`src/rtl/ones_cnt_fsm_dp_pkg.sv`:
```
`default_nettype none
// ============================================================================
//  Module   : ones_cnt_pkg
//  Purpose  : Shared types and helpers for the ones-counter FSM + datapath.
//  Revision : 1.0 - initial release
// ============================================================================
package ones_cnt_pkg;

    typedef enum logic [1:0] {
        IDLE  = 2'd0,
        SHIFT = 2'd1,
        TEST  = 2'd2,
        DONE  = 2'd3
    } state_t;

    localparam int DATA_W_DEF = 8;

    function automatic int cnt_w(input int w);
        return $clog2(w + 1);
    endfunction

endpackage : ones_cnt_pkg
`default_nettype wire

```
`src/rtl/ones_cnt_fsm_dp_if.sv`:
```
`default_nettype none
// ============================================================================
//  Module   : ones_cnt_fsm_dp_if
//  Purpose  : Start/done request bus between a requester and the ones-counter.
//             Carries the parity bit only when ONES_CNT_PARITY_EN is defined.
//  Revision : 1.0 - initial release
// ============================================================================
interface ones_cnt_fsm_dp_if #(
    parameter int DATA_W = 8
);
    localparam int CNT_W = $clog2(DATA_W + 1);

    logic              start;
    logic [DATA_W-1:0] data_in;
    logic              ready;
    logic              busy;
    logic              done;
    logic [CNT_W-1:0]  count;
    logic              zero;
    logic              e;
`ifdef ONES_CNT_PARITY_EN
    logic              parity;
`endif

`ifdef ONES_CNT_PARITY_EN
    modport master (output start, output data_in,
                    input ready, input busy, input done, input count,
                    input zero, input e, input parity);
    modport slave  (input start, input data_in,
                    output ready, output busy, output done, output count,
                    output zero, output e, output parity);
`else
    modport master (output start, output data_in,
                    input ready, input busy, input done, input count,
                    input zero, input e);
    modport slave  (input start, input data_in,
                    output ready, output busy, output done, output count,
                    output zero, output e);
`endif

endinterface : ones_cnt_fsm_dp_if
`default_nettype wire

```
`src/rtl/ones_cnt_fsm_dp_datapath.sv`:
```
`default_nettype none
// ============================================================================
//  Module   : ones_cnt_datapath
//  Purpose  : Shift register R1, counter R2 and carry flop E, sequenced by
//             load / shift / incr strobes from the controlling FSM.
//  Revision : 1.0 - initial release
// ============================================================================
module ones_cnt_datapath
    import ones_cnt_pkg::*;
#(
    parameter int DATA_W = DATA_W_DEF,
    parameter int CNT_W  = cnt_w(DATA_W)
) (
    input  logic              clk,
    input  logic              rst_b,
    input  logic              load,
    input  logic              shift,
    input  logic              incr,
    input  logic [DATA_W-1:0] data_in,
    output logic [CNT_W-1:0]  count,
    output logic              zero,
    output logic              e
);
    localparam logic [CNT_W-1:0] c_cnt_one = CNT_W'(1);

    logic [DATA_W-1:0] r1_q, r1_d;
    logic [CNT_W-1:0]  r2_q, r2_d;
    logic              e_q,  e_d;

    always_comb begin
        r1_d = r1_q;
        r2_d = r2_q;
        e_d  = e_q;
        if (load) begin
            r1_d = data_in;
            r2_d = '0;
            e_d  = 1'b0;
        end else begin
            if (shift) begin
                e_d  = r1_q[DATA_W-1];
                r1_d = {r1_q[DATA_W-2:0], 1'b0};
            end
            // R2 can never exceed DATA_W, which CNT_W always holds
            if (incr) begin
                r2_d = r2_q + c_cnt_one;
            end
        end
    end

    always_ff @(posedge clk) begin
        if (!rst_b) begin
            r1_q <= '0;
            r2_q <= '0;
            e_q  <= 1'b0;
        end else begin
            r1_q <= r1_d;
            r2_q <= r2_d;
            e_q  <= e_d;
        end
    end

    assign count = r2_q;
    assign zero  = (r1_q == '0);
    assign e     = e_q;

endmodule : ones_cnt_datapath
`default_nettype wire

```
`src/rtl/ones_cnt_fsm_dp.sv`:
```
`default_nettype none
// ============================================================================
//  Module   : ones_cnt_fsm_dp
//  Purpose  : Self-sequencing popcount engine with start/done handshake.
//             Optional parity output enabled by ONES_CNT_PARITY_EN.
//  Revision : 1.0 - initial release
// ============================================================================
module ones_cnt_fsm_dp
    import ones_cnt_pkg::*;
#(
    parameter int DATA_W = DATA_W_DEF,
    parameter int CNT_W  = cnt_w(DATA_W)
) (
    input  logic                clk,
    input  logic                rst_b,
    ones_cnt_fsm_dp_if.slave    bus
);
    state_t state_q, state_d;

    logic w_load;
    logic w_shift;
    logic w_incr;
    logic w_zero;
    logic w_e;
    logic [CNT_W-1:0] w_count;

    always_ff @(posedge clk) begin
        if (!rst_b) begin
            state_q <= IDLE;
        end else begin
            state_q <= state_d;
        end
    end

    always_comb begin
        state_d = state_q;
        w_load  = 1'b0;
        w_shift = 1'b0;
        w_incr  = 1'b0;
        case (state_q)
            IDLE: begin
                if (bus.start) begin
                    w_load  = 1'b1;
                    state_d = SHIFT;
                end
            end
            SHIFT: begin
                // Stop as soon as no set bits remain, not after DATA_W shifts
                if (w_zero) begin
                    state_d = DONE;
                end else begin
                    w_shift = 1'b1;
                    state_d = TEST;
                end
            end
            TEST: begin
                w_incr  = w_e;
                state_d = SHIFT;
            end
            DONE: begin
                state_d = IDLE;
            end
            default: begin
                state_d = IDLE;
            end
        endcase
    end

    ones_cnt_datapath #(
        .DATA_W (DATA_W),
        .CNT_W  (CNT_W)
    ) u_datapath (
        .clk     (clk),
        .rst_b   (rst_b),
        .load    (w_load),
        .shift   (w_shift),
        .incr    (w_incr),
        .data_in (bus.data_in),
        .count   (w_count),
        .zero    (w_zero),
        .e       (w_e)
    );

    assign bus.ready = (state_q == IDLE);
    assign bus.busy  = (state_q == SHIFT) || (state_q == TEST);
    assign bus.done  = (state_q == DONE);
    assign bus.count = w_count;
    assign bus.zero  = w_zero;
    assign bus.e     = w_e;
`ifdef ONES_CNT_PARITY_EN
    assign bus.parity = w_count[0];
`endif

endmodule : ones_cnt_fsm_dp
`default_nettype wire

```
`src/flat_wrapper.sv`:
```
// flat-port wrapper written by rule: the top's interface ports become plain ports
module ones_cnt_fsm_dp_flat import ones_cnt_pkg::*;
#(
    parameter int DATA_W = DATA_W_DEF,
    parameter int CNT_W  = cnt_w(DATA_W)
)
  (clk, rst_b, bus_start, bus_data_in, bus_ready, bus_busy, bus_done, bus_count, bus_zero, bus_e);
  ones_cnt_fsm_dp_if #(.DATA_W(DATA_W)) bus_i ();
  input  logic clk;
  input  logic rst_b;
  input wire logic [$bits(bus_i.start)-1:0] bus_start;
  input wire logic [$bits(bus_i.data_in)-1:0] bus_data_in;
  output wire logic [$bits(bus_i.ready)-1:0] bus_ready;
  output wire logic [$bits(bus_i.busy)-1:0] bus_busy;
  output wire logic [$bits(bus_i.done)-1:0] bus_done;
  output wire logic [$bits(bus_i.count)-1:0] bus_count;
  output wire logic [$bits(bus_i.zero)-1:0] bus_zero;
  output wire logic [$bits(bus_i.e)-1:0] bus_e;
  assign bus_i.start = bus_start;
  assign bus_i.data_in = bus_data_in;
  assign bus_ready = bus_i.ready;
  assign bus_busy = bus_i.busy;
  assign bus_done = bus_i.done;
  assign bus_count = bus_i.count;
  assign bus_zero = bus_i.zero;
  assign bus_e = bus_i.e;
  ones_cnt_fsm_dp #(.DATA_W(DATA_W), .CNT_W(CNT_W)) u_core (.clk(clk), .rst_b(rst_b), .bus(bus_i));
endmodule
```
`config.mk`:
```
export PLATFORM = sky130hd
export DESIGN_NAME = ones_cnt_fsm_dp_flat
export DESIGN_NICKNAME = d
export VERILOG_FILES = /design/src/rtl/ones_cnt_fsm_dp_pkg.sv /design/src/rtl/ones_cnt_fsm_dp_if.sv /design/src/rtl/ones_cnt_fsm_dp_datapath.sv /design/src/rtl/ones_cnt_fsm_dp.sv /design/src/flat_wrapper.sv
export SDC_FILE = /design/constraint.sdc
export NUM_CORES = 1
export LEC_CHECK = 0
export ABC_AREA = 1
export BUFFER_PORTS_ARGS = -buffer_cell sky130_fd_sc_hd__clkbuf_2
export CORE_UTILIZATION = 25
export DETAILED_ROUTE_END_ITERATION = 8
export GPL_ROUTABILITY_DRIVEN = 1
export PLACE_DENSITY = 0.55
export SYNTH_ARGS = -nofsm -noshare
export SYNTH_HDL_FRONTEND = slang
export SYNTH_SLANG_ARGS = --single-unit
```
`constraint.sdc`:
```
create_clock -name clk -period 1.7 [get_ports clk]
set_input_delay 0.085 -clock clk [delete_from_list [all_inputs] [get_ports clk]]
set_output_delay 0.085 -clock clk [all_outputs]
set_load 0.05 [all_outputs]
```
**Word level (Yosys, flattened, before mapping)**

Cells that the tools add are included.

- Bits of input ports: 11
- Logic and storage cells: 25
- Register bits: 15
- Output and inout bits: 9

- Reduce and logical (&&, ||, !) cells: 5
- Multiplexer cells: 10
- Add/sub/neg operators: 1
- Equality and inequality tests: 4
- Bitwise logic cells: 1

Operators with widths:

| cell | count |
|---|---|
| $mux W8 | 2 |
| $logic_not A8 Y1 | 1 |
| $pmux W2 S4 | 1 |
| $mux W1 | 6 |
| $add A4 B1 Y4 const B | 1 |
| $eq A2 B2 Y1 const B | 2 |
| $eq A2 B1 Y1 const B | 1 |
| $logic_not A2 Y1 | 1 |
| $mux W2 | 1 |
| $ne A2 B2 Y1 const B | 1 |
| $reduce_bool A2 Y1 | 1 |
| $reduce_or A2 Y1 | 1 |
| $logic_or A1 B1 Y1 | 1 |
| $not A1 Y1 | 1 |

**Logic depth before layout (Yosys ltp)**

- Depth in word-level cells: 5
- Gate-level depth with buffers: 9
- Mapped depth without buffers: 9

**Modules after synthesis**

A second synthesis with hierarchy kept.

- Cell total of the unflattened synthesis: 121
- Area, all modules: 818.3 sq um

Modules (own cells, without submodules):

| module | area each (sq um) | sequential area each (sq um) | times used | cells an instance |
|---|---|---|---|---|
| ones_cnt_datapath | 608.1 | 260.2 | 1 | 92 |
| ones_cnt_fsm_dp | 210.2 | 40.0 | 1 | 29 |

**Worst setup path after synthesis**

OpenSTA, ideal clock, no wires.

- Path type: reg-to-reg
- From: reg u_core.state_q[0]
- To: reg u_core.u_datapath.r1_q[3]
- Path buffers: 1
- Cell stages (with the launch flop): 9
- Library setup time: 121 ps
- Required time: 1,579 ps
- Data arrival time: 1,480 ps
- Period minus slack after synthesis: 1,600 ps
- Path slack: 100 ps
- Cell sequence: dfxtp_1 > inv_1 > ha_1 > nand2_2 > buf_4 > nand2_1 > nand2_1 > nand2_1 > a21oi_1

- Longest elaborated chain between the ends: 3
- Elaborated cells between the ends (all ways): 6
- Classes of those cells: eq/ne (1); mux (3); reduce/logical (2)

Ends and longest elaborated chain:

| what | line | text |
|---|---|---|
| start, declared | ones_cnt_fsm_dp.sv:18 | `state_t state_q, state_d;` |
| start signal, assigned | ones_cnt_fsm_dp.sv:31 | `state_q <= state_d;` |
| $logic_not A2 Y1 (*) | - |  |
| via bus_ready | flat_wrapper.sv:13 | `output wire logic [$bits(bus_i.ready)-1:0] bus_ready;` |
| $mux W1 (*) | ones_cnt_fsm_dp.sv:40 | `case (state_q)` |
| $mux W8 / $reduce_bool A2 Y1 (equally long branches) | - |  |
| end signal, assigned | ones_cnt_fsm_dp_datapath.sv:56 | `r1_q <= r1_d;` |
| end, declared | ones_cnt_fsm_dp_datapath.sv:26 | `logic [DATA_W-1:0] r1_q, r1_d;` |

The timed path passes the listed nets; every way through them passes the cells marked *.
A chain may end at the register's enable or synchronous reset.

**Final worst setup path**

- From: reg u_core.state_q[0]
- To: reg u_core.u_datapath.r2_q[1], in the netlist u_core.u_datapath.count[1]

- Longest elaborated chain between the ends: 3
- Elaborated cells between the ends (all ways): 5
- Classes of those cells: eq/ne (1); mux (2); reduce/logical (2)

Ends and longest elaborated chain:

| what | line | text |
|---|---|---|
| $logic_not A2 Y1 | ones_cnt_fsm_dp.sv:40 |  |
| $mux W1 | ones_cnt_fsm_dp.sv:40 |  |
| $reduce_or A2 Y1 (no source line) | - |  |
| end signal, assigned | ones_cnt_fsm_dp_datapath.sv:57 | `r2_q <= r2_d;` |
| end, declared | ones_cnt_fsm_dp_datapath.sv:27 | `logic [CNT_W-1:0] r2_q, r2_d;` |

Parallel ways exist; a longest one is shown, timed or not.

==> key figures <==
Status
  • Outcome: finished with violations
  • Failing checks: design-rule violations

Power
  • Switching pwr: 0.4212 mW
  • Combinational Power Share: 39.1%
  • Int Power: 0.5717 mW
  • Pwr dens: 1070 mW/mm2
  • Pleak: 0.4401 nW
  • Power, Total: 0.9930 mW
  • Switching share of total power: 42.42%
  • Seq pwr share: 40.1%
  • Worst vdd ir: 0.4895 mV
  • Clock share of power: 20.8%

Placement
  • Gp weighted congestion: 0.7777
  • Port-buffer cells: 19
  • Post-detail-place hpwl: 1327 um
  • Placed cell area: 897.1 um2

Synth
  • Post-Synth Simple-Gate Area: 34.09%
  • Area share of fa/ha/maj cells after synthesis: 8.157%
  • XOR/XNOR share of the synthesized area: 1.142%
  • Warnings from Yosys: 0
  • Sequential fraction of the synthesis area: 39.15%
  • Post-synthesis mux area share: 0%
  • Syn Inst Count: 111
  • Largest family of logic cells by synthesized area: simple AND/OR/NAND/NOR gates
  • Synth Area in Compound Gates: 10.60%
  • Post-Syn Area: 767.0 um2
  • Syn Area/Cell: 6.910 um2
  • Synth Register Bits: 15
  • Post-Synthesis Net Count: 127
  • Yosys cell types: 18

CTS
  • Setup bufs post-CTS: 0
  • CTS clock-pin slew for the worst setup and hold paths: 0.09 ns
  • Max Root-Sink Buffers: 2
  • Root Buffer: clkbuf_4
  • Hold-fix buffers, CTS: 0
  • TritonCTS buffer count: 3
  • H-Tree Depth: 1
  • # resized after CTS: 0
  • CTS tree: yes
  • Skew-Pair Late Insertion Delay: 0.28 ns
  • Total clock sinks: 15

GRT
  • Grt total ovfl: 0
  • Initial antenna violation count: 0
  • Number of global-route vias before repair: 705
  • GRT Overall Usage: 11.47%
  • Largest net degree at the start of global routing: 11
  • First-pass GRT wire length: 2967 um

Floorplan
  • # IOs: 20
  • Die height: 57.39 um
  • Die area: 0.003294 mm2
  • Die width: 57.39 um
  • Core area: 0.002829 mm2
  • Initial Util: 27.11%
  • Row count: 19

Route
  • Vias per cell: 4.612
  • Vias: 761
  • DRT iter0 DRCs: 24
  • DRC Markers: 2
  • Final wirelength: 1704 um
  • Wire per inst: 10.33 um
  • Drt first pass iters: 6
  • Antenna Violating Nets Remaining: 0

Worst setup path
  • R2r setup slk: 0.17 ns
  • Reg2Reg Depth: 7
  • Crit path launch type: flip-flop
  • Req. time, crit path: 1.91 ns
  • Critical path capture point type: flip-flop
  • Max FO, Critical Path: 10
  • Worst reg2reg startpoint: u_core.state_q[0]$_SDFFE_PN0P_
  • Setup CP Type: reg2reg
  • Reg2reg end: u_core.u_datapath.count[1]$_SDFFE_PP0P_
  • WP data arrival: 1.74 ns

Job
  • Max Cap Viol: 0

Layout
  • Fillers: 306
  • Leading cell type in the layout, fill and taps excluded: nand2_1
  • Design Area, Final: 928.4 um2
  • Final #Nets: 151
  • Post-layout util: 32.82%
  • Most frequent cells in the layout: nand2_1 (40), clkbuf_2 (19), dfxtp_1 (15)
  • Area growth syn-to-layout: 21.04%
  • Diodes inserted: 0
  • Share of layout cells above drive strength 1: 21.64%

Worst hold path
  • Hold Crit Depth: 3
  • Hold Path Sink: u_core.u_datapath.r1_q[0]$_SDFFE_PN0P_
  • Hold path startpoint: bus_data_in[0]
  • Tightest Hold Check Type: in2reg

Timing
  • Fin. max-slew vios: 0
  • Final Hold Violating Endpoints: 0
  • Min Tclk post-route: 1.526 ns
  • TNS Setup: 0 ns
  • RSZ-0062 raised after global routing: no
  • Fin crit share: 89.77%
  • Clock skew: 0.0005010 ns
  • Final setup fails: 0
  • Worst slew pin tran: 0.3001 ns
  • Fmax: 655.3 MHz
  • Relative slew slack: 79.87%
-- metrics by stage --
stage / worst slack [ns] / cells / hold slack (ns)
after global routing: 0.008019 / 165 / 0.03949
after detailed placement: 0.1258 / 161 / 0.3501
after CTS: 0.08867 / 165 / 0.03970
after floorplan: 0.09969 / 111 / 0.2340
after global placement: 0.2177 / 161 / 0.3541
final: 0.1740 / 165 / 0.04446
-- how the worst max path moves through the flow --
stage	start	endpoint
finish	u_core.state_q[0]$_SDFFE_PN0P_	u_core.u_datapath.count[1]$_SDFFE_PP0P_
detailed placement	u_core.state_q[0]$_SDFFE_PN0P_	u_core.u_datapath.count[1]$_SDFFE_PP0P_
global route	u_core.state_q[1]$_SDFFE_PN0P_	u_core.u_datapath.count[1]$_SDFFE_PP0P_
global placement	u_core.state_q[0]$_SDFFE_PN0P_	u_core.u_datapath.count[0]$_SDFFE_PP0P_
CTS	u_core.state_q[0]$_SDFFE_PN0P_	u_core.u_datapath.count[1]$_SDFFE_PP0P_
floorplan	u_core.state_q[0]$_SDFFE_PN0P_	u_core.u_datapath.r1_q[3]$_SDFFE_PN0P_
-- power groups by stage --
stage / Sequential (mW) / Combinational (mW) / Clock (mW)
after floorplan: 0.403 / 0.311 / 0
after global placement: 0.405 / 0.383 / 0
after detailed placement: 0.406 / 0.388 / 0
after CTS: 0.398 / 0.389 / 0.219
after global routing: 0.403 / 0.425 / 0.235
final: 0.398 / 0.389 / 0.206
-- metal layers --
layer	up-vias	GRT usage [%]	part of all wire, %
met5	-	0	0
met4	0	2.091	0
met3	0	3.401	5.6
met2	23	19.93	48
met1	339	14.05	46
li1	399	-	-
-- cells by family (layout without fill, tap and decap cells) --
kind of cell               after synthesis  in the layout
DFF                                     15             15
xor gates and xnor gates                 1              1
and+or+nand+nor                         64             64
buffers and inverters                   11             34
adders and majority gates                5              5
AOI/OAI and AO/OA                       15             15
-- cells in the mapped netlist (all sizes together) --
library cell	n	area share, %
clkinv	2	0.98
nor2	11	5.4
buf	2	2.4
nand2	41	20
nor3	1	0.65
or2	1	0.82
a211oi	1	0.98
nand3b	1	0.98
inv	7	3.4
xor2	1	1.1
nand3	9	5.9
a21oi	12	7.8
dfxtp	15	39
ha	5	8.2
o21ai	2	1.8
-- cell type report --
cell class	count	area [um2]	share of cell area, %
multi-input cells	85	414.1	44.61
flip-flops and latches	15	300.3	32.35
repair buffers	21	110.1	11.86
well taps	31	38.79	4.178
inverters	9	37.54	4.043
clock buffers	3	22.52	2.426
clock inverters	1	5.005	0.5391
-- sequential cells by signal, summed over array words and instances (netlist names) --
signal,flops
u_core.state_q,2
u_core.u_datapath.count,4
u_core.u_datapath.e,1
u_core.u_datapath.r1_q,8
-- worst max-delay path, cell delays in order, from the launching register on --
cell	delay, ns
dfxtp_1	0.37
inv_1	0.09
ha_1	0.23
nand2_2	0.19
clkinvlp_4	0.22
nor2_1	0.12
inv_1	0.10
a21oi_1	0.14
No activity file was read; power rests on OpenSTA's default activity.
